### config.mk
export PLATFORM = sky130hd
export DESIGN_NAME = lr35902_tim_multi
export DESIGN_NICKNAME = d
export VERILOG_FILES = /design/src/rtl/lr35902_tim_multi.sv
export SDC_FILE = /design/constraint.sdc
export NUM_CORES = 1
export LEC_CHECK = 0
export CAP_MARGIN = 30
export CORE_UTILIZATION = 45
export CTS_CLUSTER_SIZE = 24
export DETAILED_ROUTE_END_ITERATION = 6
export GPL_ROUTABILITY_DRIVEN = 1
export PLACE_DENSITY = 0.63
export SLEW_MARGIN = 0
export SYNTH_ARGS = -nofsm -noshare
export SYNTH_HDL_FRONTEND = slang
export SYNTH_SLANG_ARGS = --single-unit
export TNS_END_PERCENT = 50
### constraint.sdc
create_clock -name i_clk -period 6.56 [get_ports i_clk]
set_clock_uncertainty 0.05 [all_clocks]
set_input_delay 1.312 -clock i_clk [delete_from_list [all_inputs] [get_ports i_clk]]
set_output_delay 1.312 -clock i_clk [all_outputs]
set_load 0.01 [all_outputs]
### src/rtl/lr35902_tim_multi.sv
// Multi-channel LR35902-style timer: one free-running divider drives NCH prescaled
// counters with reload, one-shot mode and per-channel interrupt flags.
module lr35902_tim_multi #(
    parameter int unsigned NCH   = 2,
    parameter int unsigned CNT_W = 8,
    parameter int unsigned DIV_W = 16,
    parameter int unsigned ADR_W = 4,
    parameter int unsigned QUIRK = 1
) (
    input  logic             i_clk,
    input  logic             i_reset,
    output logic [DIV_W-1:0] o_div,
    output logic [7:0]       o_dout,
    input  logic [7:0]       i_din,
    input  logic [ADR_W-1:0] i_adr,
    input  logic             i_read,
    input  logic             i_write,
    output logic             o_irq
);

    logic [DIV_W-1:0] r_div;
    logic [7:0]       r_dout;
    logic             r_irq;
    logic             r_read_q;
    logic             r_write_q;
    logic             r_pend_vld;
    logic [ADR_W-1:0] r_pend_adr;
    logic [7:0]       r_pend_din;

    logic [DIV_W-1:0] w_div_inc;
    logic [DIV_W-1:0] w_div_post;
    logic             w_tick;
    logic             w_apply;
    logic             w_wr_div;
    logic             w_rd_rise;
    logic             w_wr_fall;
    logic [7:0]       w_rd_data;

    logic [NCH-1:0][7:0] w_cnt_rd;
    logic [NCH-1:0][7:0] w_rld_rd;
    logic [NCH-1:0][7:0] w_ctl_rd;
    logic [NCH-1:0]      w_irq_ch;

    assign w_div_inc = r_div + DIV_W'(1);
    assign w_tick    = &w_div_inc[1:0];
    assign w_apply   = w_tick & r_pend_vld;
    assign w_wr_div  = w_apply && (r_pend_adr == '0);
    // A DIV write keeps the two prescale bits so the tick cadence is undisturbed.
    assign w_div_post = w_wr_div ? {{(DIV_W-2){1'b0}}, w_div_inc[1:0]} : w_div_inc;
    assign w_rd_rise  = i_read & ~r_read_q;
    assign w_wr_fall  = ~i_write & r_write_q;

    for (genvar c = 0; c < NCH; c++) begin : g_ch
        localparam logic [ADR_W-1:0] AdrCnt = ADR_W'(1 + 3 * c);
        localparam logic [ADR_W-1:0] AdrRld = ADR_W'(2 + 3 * c);
        localparam logic [ADR_W-1:0] AdrCtl = ADR_W'(3 + 3 * c);

        logic [CNT_W-1:0] r_cnt;
        logic [CNT_W-1:0] r_rld;
        logic [1:0]       r_tap;
        logic             r_en;
        logic             r_os;
        logic             r_ie;
        logic             r_if;
        logic             r_tbit;

        logic [CNT_W-1:0] w_cnt_d;
        logic [CNT_W-1:0] w_rld_d;
        logic [CNT_W-1:0] w_cnt_base;
        logic [1:0]       w_tap_d;
        logic             w_en_d;
        logic             w_os_d;
        logic             w_ie_d;
        logic             w_if_d;
        logic             w_tbit_d;
        logic             w_tap_bit;
        logic             w_edge;
        logic             w_wr_cnt;
        logic             w_wr_rld;
        logic             w_wr_ctl;

        assign w_wr_cnt = w_apply && (r_pend_adr == AdrCnt);
        assign w_wr_rld = w_apply && (r_pend_adr == AdrRld);
        assign w_wr_ctl = w_apply && (r_pend_adr == AdrCtl);

        always_comb begin
            w_tap_d    = r_tap;
            w_en_d     = r_en;
            w_os_d     = r_os;
            w_ie_d     = r_ie;
            w_if_d     = r_if;
            w_rld_d    = r_rld;
            w_cnt_base = r_cnt;
            w_tbit_d   = r_tbit;
            w_tap_bit  = 1'b0;
            w_edge     = 1'b0;
            if (w_wr_ctl) begin
                w_tap_d = r_pend_din[1:0];
                w_en_d  = r_pend_din[2];
                w_os_d  = r_pend_din[3];
                w_ie_d  = r_pend_din[4];
                if (r_pend_din[5]) begin
                    w_if_d = 1'b0;
                end
            end
            if (w_wr_rld) begin
                w_rld_d = r_pend_din[CNT_W-1:0];
            end
            if (w_wr_cnt) begin
                w_cnt_base = r_pend_din[CNT_W-1:0];
            end
            w_cnt_d = w_cnt_base;
            case (w_tap_d)
                2'd0: w_tap_bit = w_div_post[9];
                2'd1: w_tap_bit = w_div_post[3];
                2'd2: w_tap_bit = w_div_post[5];
                2'd3: w_tap_bit = w_div_post[7];
                default: w_tap_bit = 1'b0;
            endcase
            if (w_tick) begin
                w_tbit_d = w_en_d & w_tap_bit;
                w_edge   = r_tbit & ~w_tbit_d;
                if (QUIRK == 0 && (w_en_d != r_en || w_tap_d != r_tap)) begin
                    w_edge = 1'b0;
                end
                // Overflow reload and IF set take priority over any same-tick write.
                if (w_edge) begin
                    if (&w_cnt_base) begin
                        w_cnt_d = w_rld_d;
                        w_if_d  = 1'b1;
                        if (w_os_d) begin
                            w_en_d = 1'b0;
                        end
                    end else begin
                        w_cnt_d = w_cnt_base + CNT_W'(1);
                    end
                end
            end
        end

        always_ff @(posedge i_clk) begin
            if (i_reset) begin
                r_cnt  <= '0;
                r_rld  <= '0;
                r_tap  <= 2'd0;
                r_en   <= 1'b0;
                r_os   <= 1'b0;
                r_ie   <= 1'b0;
                r_if   <= 1'b0;
                r_tbit <= 1'b0;
            end else begin
                r_cnt  <= w_cnt_d;
                r_rld  <= w_rld_d;
                r_tap  <= w_tap_d;
                r_en   <= w_en_d;
                r_os   <= w_os_d;
                r_ie   <= w_ie_d;
                r_if   <= w_if_d;
                r_tbit <= w_tbit_d;
            end
        end

        assign w_cnt_rd[c] = 8'(r_cnt);
        assign w_rld_rd[c] = 8'(r_rld);
        assign w_ctl_rd[c] = {2'b11, r_if, r_ie, r_os, r_en, r_tap};
        assign w_irq_ch[c] = r_if & r_ie;
    end

    always_comb begin
        w_rd_data = 8'hFF;
        if (i_adr == '0) begin
            w_rd_data = r_div[DIV_W-1 -: 8];
        end
        for (int c = 0; c < NCH; c++) begin
            if (i_adr == ADR_W'(1 + 3 * c)) w_rd_data = w_cnt_rd[c];
            if (i_adr == ADR_W'(2 + 3 * c)) w_rd_data = w_rld_rd[c];
            if (i_adr == ADR_W'(3 + 3 * c)) w_rd_data = w_ctl_rd[c];
        end
    end

    always_ff @(posedge i_clk) begin
        if (i_reset) begin
            r_div      <= '0;
            r_dout     <= 8'h00;
            r_irq      <= 1'b0;
            r_read_q   <= 1'b0;
            r_write_q  <= 1'b0;
            r_pend_vld <= 1'b0;
            r_pend_adr <= '0;
            r_pend_din <= 8'h00;
        end else begin
            r_div     <= w_div_post;
            r_read_q  <= i_read;
            r_write_q <= i_write;
            r_irq     <= |w_irq_ch;
            if (w_rd_rise) begin
                r_dout <= w_rd_data;
            end
            // An edge on a tick clk is held for the following tick.
            if (w_wr_fall) begin
                r_pend_vld <= 1'b1;
                r_pend_adr <= i_adr;
                r_pend_din <= i_din;
            end else if (w_tick) begin
                r_pend_vld <= 1'b0;
            end
        end
    end

    assign o_div  = r_div;
    assign o_dout = r_dout;
    assign o_irq  = r_irq;

endmodule

==> flow_summary.toml <==
[critical_path]
r2r-end = "g_ch[1].r_cnt[4]"
cp.required_ps = 6790
timing.reg2reg.setup_slack_ps = 3220
cell_occurring_most_often_along_the_worst_timing_path = "sky130_fd_sc_hd__ha_1"
worst_setup_path_start_kind = "flip-flop"
end_kind = "flip-flop"
max_stage_delay_ps = 560
cp_slowest_cell = "sky130_fd_sc_hd__nor3_2"
worst_ep_arrival_time_ps = 3570
critPathMaxFanout = 11
crit_chain = "ha_1 -> nand3b_4 -> nor2_8 -> mux2_2 -> ha_1 -> o21ai_1 -> nor3_2 -> a21oi_1 -> and4_1 -> a211oi_1"
critical_path.top_delay_family = "simple AND/OR/NAND/NOR gates"
r2r-start = "o_div[1]"
worstRegToRegCells = 10
timing.critical_path.buf_inv = 0
criticalPathCategory = "reg -> reg"

[pwr]
power.internal_mw = 0.833
power.share.sequential_pct = 49.7
power_density_nw_per_um2 = 205
power_switching_mw = 0.266
switching_share_pct = 24.2
total_leakage_power_nw = 1.97
vdd.ir_drop.worst_mv = 0.115
clkPwrFrac_pct = 42.7
comb_power_share_pct = 7.6

[die]
rows = 36
die_h_microns = 104
ioPinCount = 41
initial_utilization_pct = 47.1
die_area_sq_um = 10800
die_wd_microns = 104
core_area_sq_um = 9950

[sta]
finalHoldWorstSlack_ps = 448
fin_ws_ps = 3220
final_period_demand_of_the_worst_path_ps = 3340
max_clock_freq_mhz = 299
worst_slew_margin_rel_pct = 45.7
fin_hold_viols = 0
setup_viol = 0
report.final.slew_viol_count = 0
layout_worst_path_cycle_share_pct = 50.9
finalSetupTns_ps = 0
worstMarginPinSlew_ps = 809
setup_repair_after_global_routing_missed_its_margin = "no"

[cts]
cts.repair.resized = 0
path_clk_slew_ps = 90
htreeDepth = 3
tritoncts_clock_tree = "built"
clock-root-buffer = "sky130_fd_sc_hd__clkbuf_8"
postCtsSetupRepairBufs = 0
numCtsBuffers = 9
number_of_clock_sinks = 86
holdBufCountCts = 0
clk_latency_worst_skew_pair_ps = 380
cts_buffer_depth = 2

[drt]
post-route-drc-count = 0
routed_antenna_nets = 0
top_signal_layer_used = "met4"
drt_pass1_iterations = 5
viasPerCell = 5.90
first_iteration_detailed_routing_drc_count = 234
num_vias = 4212
detail_route.wirelength.met1_mm = 5.89
post_drt_wl_per_cell_microns = 18.3
aggregate_routed_wire_length_mm = 13.1
met3RoutedLength_microns = 714
met2_length_mm = 6.13

[yosys]
syn_avg_cell_area_sq_um = 8.43
synth_top_area_share_pct = 36.7
async_flop_share_pct = 0
synthesis.instances = 556
synth_area_leaders = "sky130_fd_sc_hd__dfxtp_1, sky130_fd_sc_hd__mux2i_1, sky130_fd_sc_hd__nand2_1"
synth_most_common_cell = "sky130_fd_sc_hd__dfxtp_1"
yosys_warn_count = 0
synth_ff_type = "sky130_fd_sc_hd__dfxtp_1"
synth_enable_flop_cells = 0
synth-seq-area-share_pct = 36.7
syn_nets = 576
yosysUniqueCellTypes = 69
synth_largest_area_cell = "sky130_fd_sc_hd__dfxtp_1"
postSynthRegisterBits = 86
synth_cell_area_sq_um = 4690
synth_commonest_cells = "sky130_fd_sc_hd__dfxtp_1, sky130_fd_sc_hd__nand2_1, sky130_fd_sc_hd__nor2_1, sky130_fd_sc_hd__a21oi_1, sky130_fd_sc_hd__mux2i_1"

[global_routing]
first_global_vias = 3944
track_usage_pct = 24.9
antenna_found_initial = 0
maximum_number_of_pins_on_one_net_before_global_route_repair = 64
globalRouteOverflowTotal = 0
grt_pass1_wl_mm = 21.1

[min_path]
min_delay_path_depth = 2
worst_hold_path.endpoint = "g_ch[1].r_ie"
worstHoldPathType = "reg -> reg"
worstHoldStart = "g_ch[1].r_ie"

[placed_design]
dp_worst_setup_slack_ps = 2980
dp_hpwl_mm = 9.60
finalWeightedCongestion = 0.889
io_buffers = 40

[final_layout]
layout_cells_sized_above_1_pct = 9.81
antenna_cells_inserted = 0
fin_nets = 596
syn_to_final_growth_pct = 14.4

[outcome]
status = "complete, no violations"

[run]
drv_cap = 0
## sequential cells by signal (all words and copies together), names as in the netlist, 2 cells and up
signal,cells
g_ch.r_ie,2
g_ch.r_en,2
g_ch.r_if,2
r_pend_din,8
g_ch.r_tap,4
o_div,16
o_dout,8
g_ch.r_tbit,2
g_ch.r_cnt,16
r_pend_adr,4
g_ch.r_rld,16
g_ch.r_os,2
## metrics by stage
step	total power [mW]	utilization [%]	cell area (sq um)	instances
after detailed placement	0.642	51.4	5110	698
after global placement	0.639	51.3	5110	697
after CTS	1.10	53.9	5360	714
final	1.10	53.9	5360	714
after global routing	1.13	53.9	5360	714
after floorplan	0.607	-	4690	556
## worst max path at each step
| stage | start | end | slack [ps] | cells after the start |
|---|---|---|---|---|
| after global placement | i_adr[2] | o_dout[1] | 3050 | 6 |
| after CTS | o_div[1] | g_ch[1].r_cnt[4] | 3230 | 10 |
| after global routing | o_div[1] | g_ch[1].r_cnt[4] | 2950 | 10 |
| final | o_div[1] | g_ch[1].r_cnt[4] | 3220 | 10 |
| after floorplan | o_div[1] | g_ch[0].r_cnt[7] | 3750 | 10 |
| after detailed placement | i_adr[2] | o_dout[1] | 2980 | 6 |
## per-layer routing
metal / GRT usage (%) / vias to the layer above
met5: 0 / -
met4: 9.08 / 0
met3: 4.51 / 25
met2: 40.8 / 127
met1: 32.8 / 2012
li1: - / 2048
## kinds of logic after synthesis
family,after synthesis,synth area share [%]
mux,52,12.4
xor+xnor,11,2.06
simple gates,235,26.4
flops,86,36.7
compound gates,124,17.2
fa+ha+maj,4,1.07
buf+inv,44,4.06
## worst register-to-register path, stage by stage, from the launching register on
cell	delay, ps
sky130_fd_sc_hd__dfxtp_1	460
sky130_fd_sc_hd__ha_1	520
sky130_fd_sc_hd__nand3b_4	210
sky130_fd_sc_hd__nor2_8	250
sky130_fd_sc_hd__mux2_2	230
sky130_fd_sc_hd__ha_1	230
sky130_fd_sc_hd__o21ai_1	190
sky130_fd_sc_hd__nor3_2	560
sky130_fd_sc_hd__a21oi_1	120
sky130_fd_sc_hd__and4_1	220
sky130_fd_sc_hd__a211oi_1	210
## cells in the final DEF, fill, tap and decap left out, types with 3 or more instances in the layout
master / count
sky130_fd_sc_hd__nor2b_1: 5
sky130_fd_sc_hd__a21oi_1: 44
sky130_fd_sc_hd__mux4_2: 3
sky130_fd_sc_hd__o311ai_0: 3
sky130_fd_sc_hd__nand2_1: 71
sky130_fd_sc_hd__nor3_1: 16
sky130_fd_sc_hd__o21ai_1: 4
sky130_fd_sc_hd__and2_1: 12
sky130_fd_sc_hd__nor2_1: 58
sky130_fd_sc_hd__nand4_1: 8
sky130_fd_sc_hd__o22ai_1: 12
sky130_fd_sc_hd__xor2_1: 8
sky130_fd_sc_hd__and4_1: 4
sky130_fd_sc_hd__o21ai_0: 17
sky130_fd_sc_hd__or3_1: 4
sky130_fd_sc_hd__ha_1: 4
sky130_fd_sc_hd__a311oi_1: 6
sky130_fd_sc_hd__nand3_1: 20
sky130_fd_sc_hd__a211oi_1: 8
sky130_fd_sc_hd__bufinv_16: 3
sky130_fd_sc_hd__clkbuf_8: 10
sky130_fd_sc_hd__dfxtp_1: 86
sky130_fd_sc_hd__and3b_1: 3
sky130_fd_sc_hd__mux2i_1: 31
sky130_fd_sc_hd__nand2b_1: 6
sky130_fd_sc_hd__clkdlybuf4s50_1: 39
sky130_fd_sc_hd__xnor2_1: 3
sky130_fd_sc_hd__mux2_2: 17
sky130_fd_sc_hd__a22oi_1: 3
sky130_fd_sc_hd__a21boi_0: 3
sky130_fd_sc_hd__and3_1: 6
sky130_fd_sc_hd__inv_1: 11
## power by group through the flow
stage	registers, mW	clock network, mW	logic [mW]
3_5_place_dp	0.558	0	0.0832
2_1_floorplan	0.554	0	0.0527
5_1_grt	0.548	0.490	0.0911
6_report	0.546	0.469	0.0831
3_3_place_gp	0.558	0	0.0811
4_1_cts	0.546	0.470	0.0834
## final cells by class
type,instances,area [sq um]
Inverter,11,41.3
Fill cell,948,4590
Clock inverter,5,106
Sequential cell,86,1720
Timing Repair Buffer,42,410
Multi-Input combinational cell,426,2780
Clock buffer,11,141
Tap cell,133,166
(Power assumes the default switching activity.)
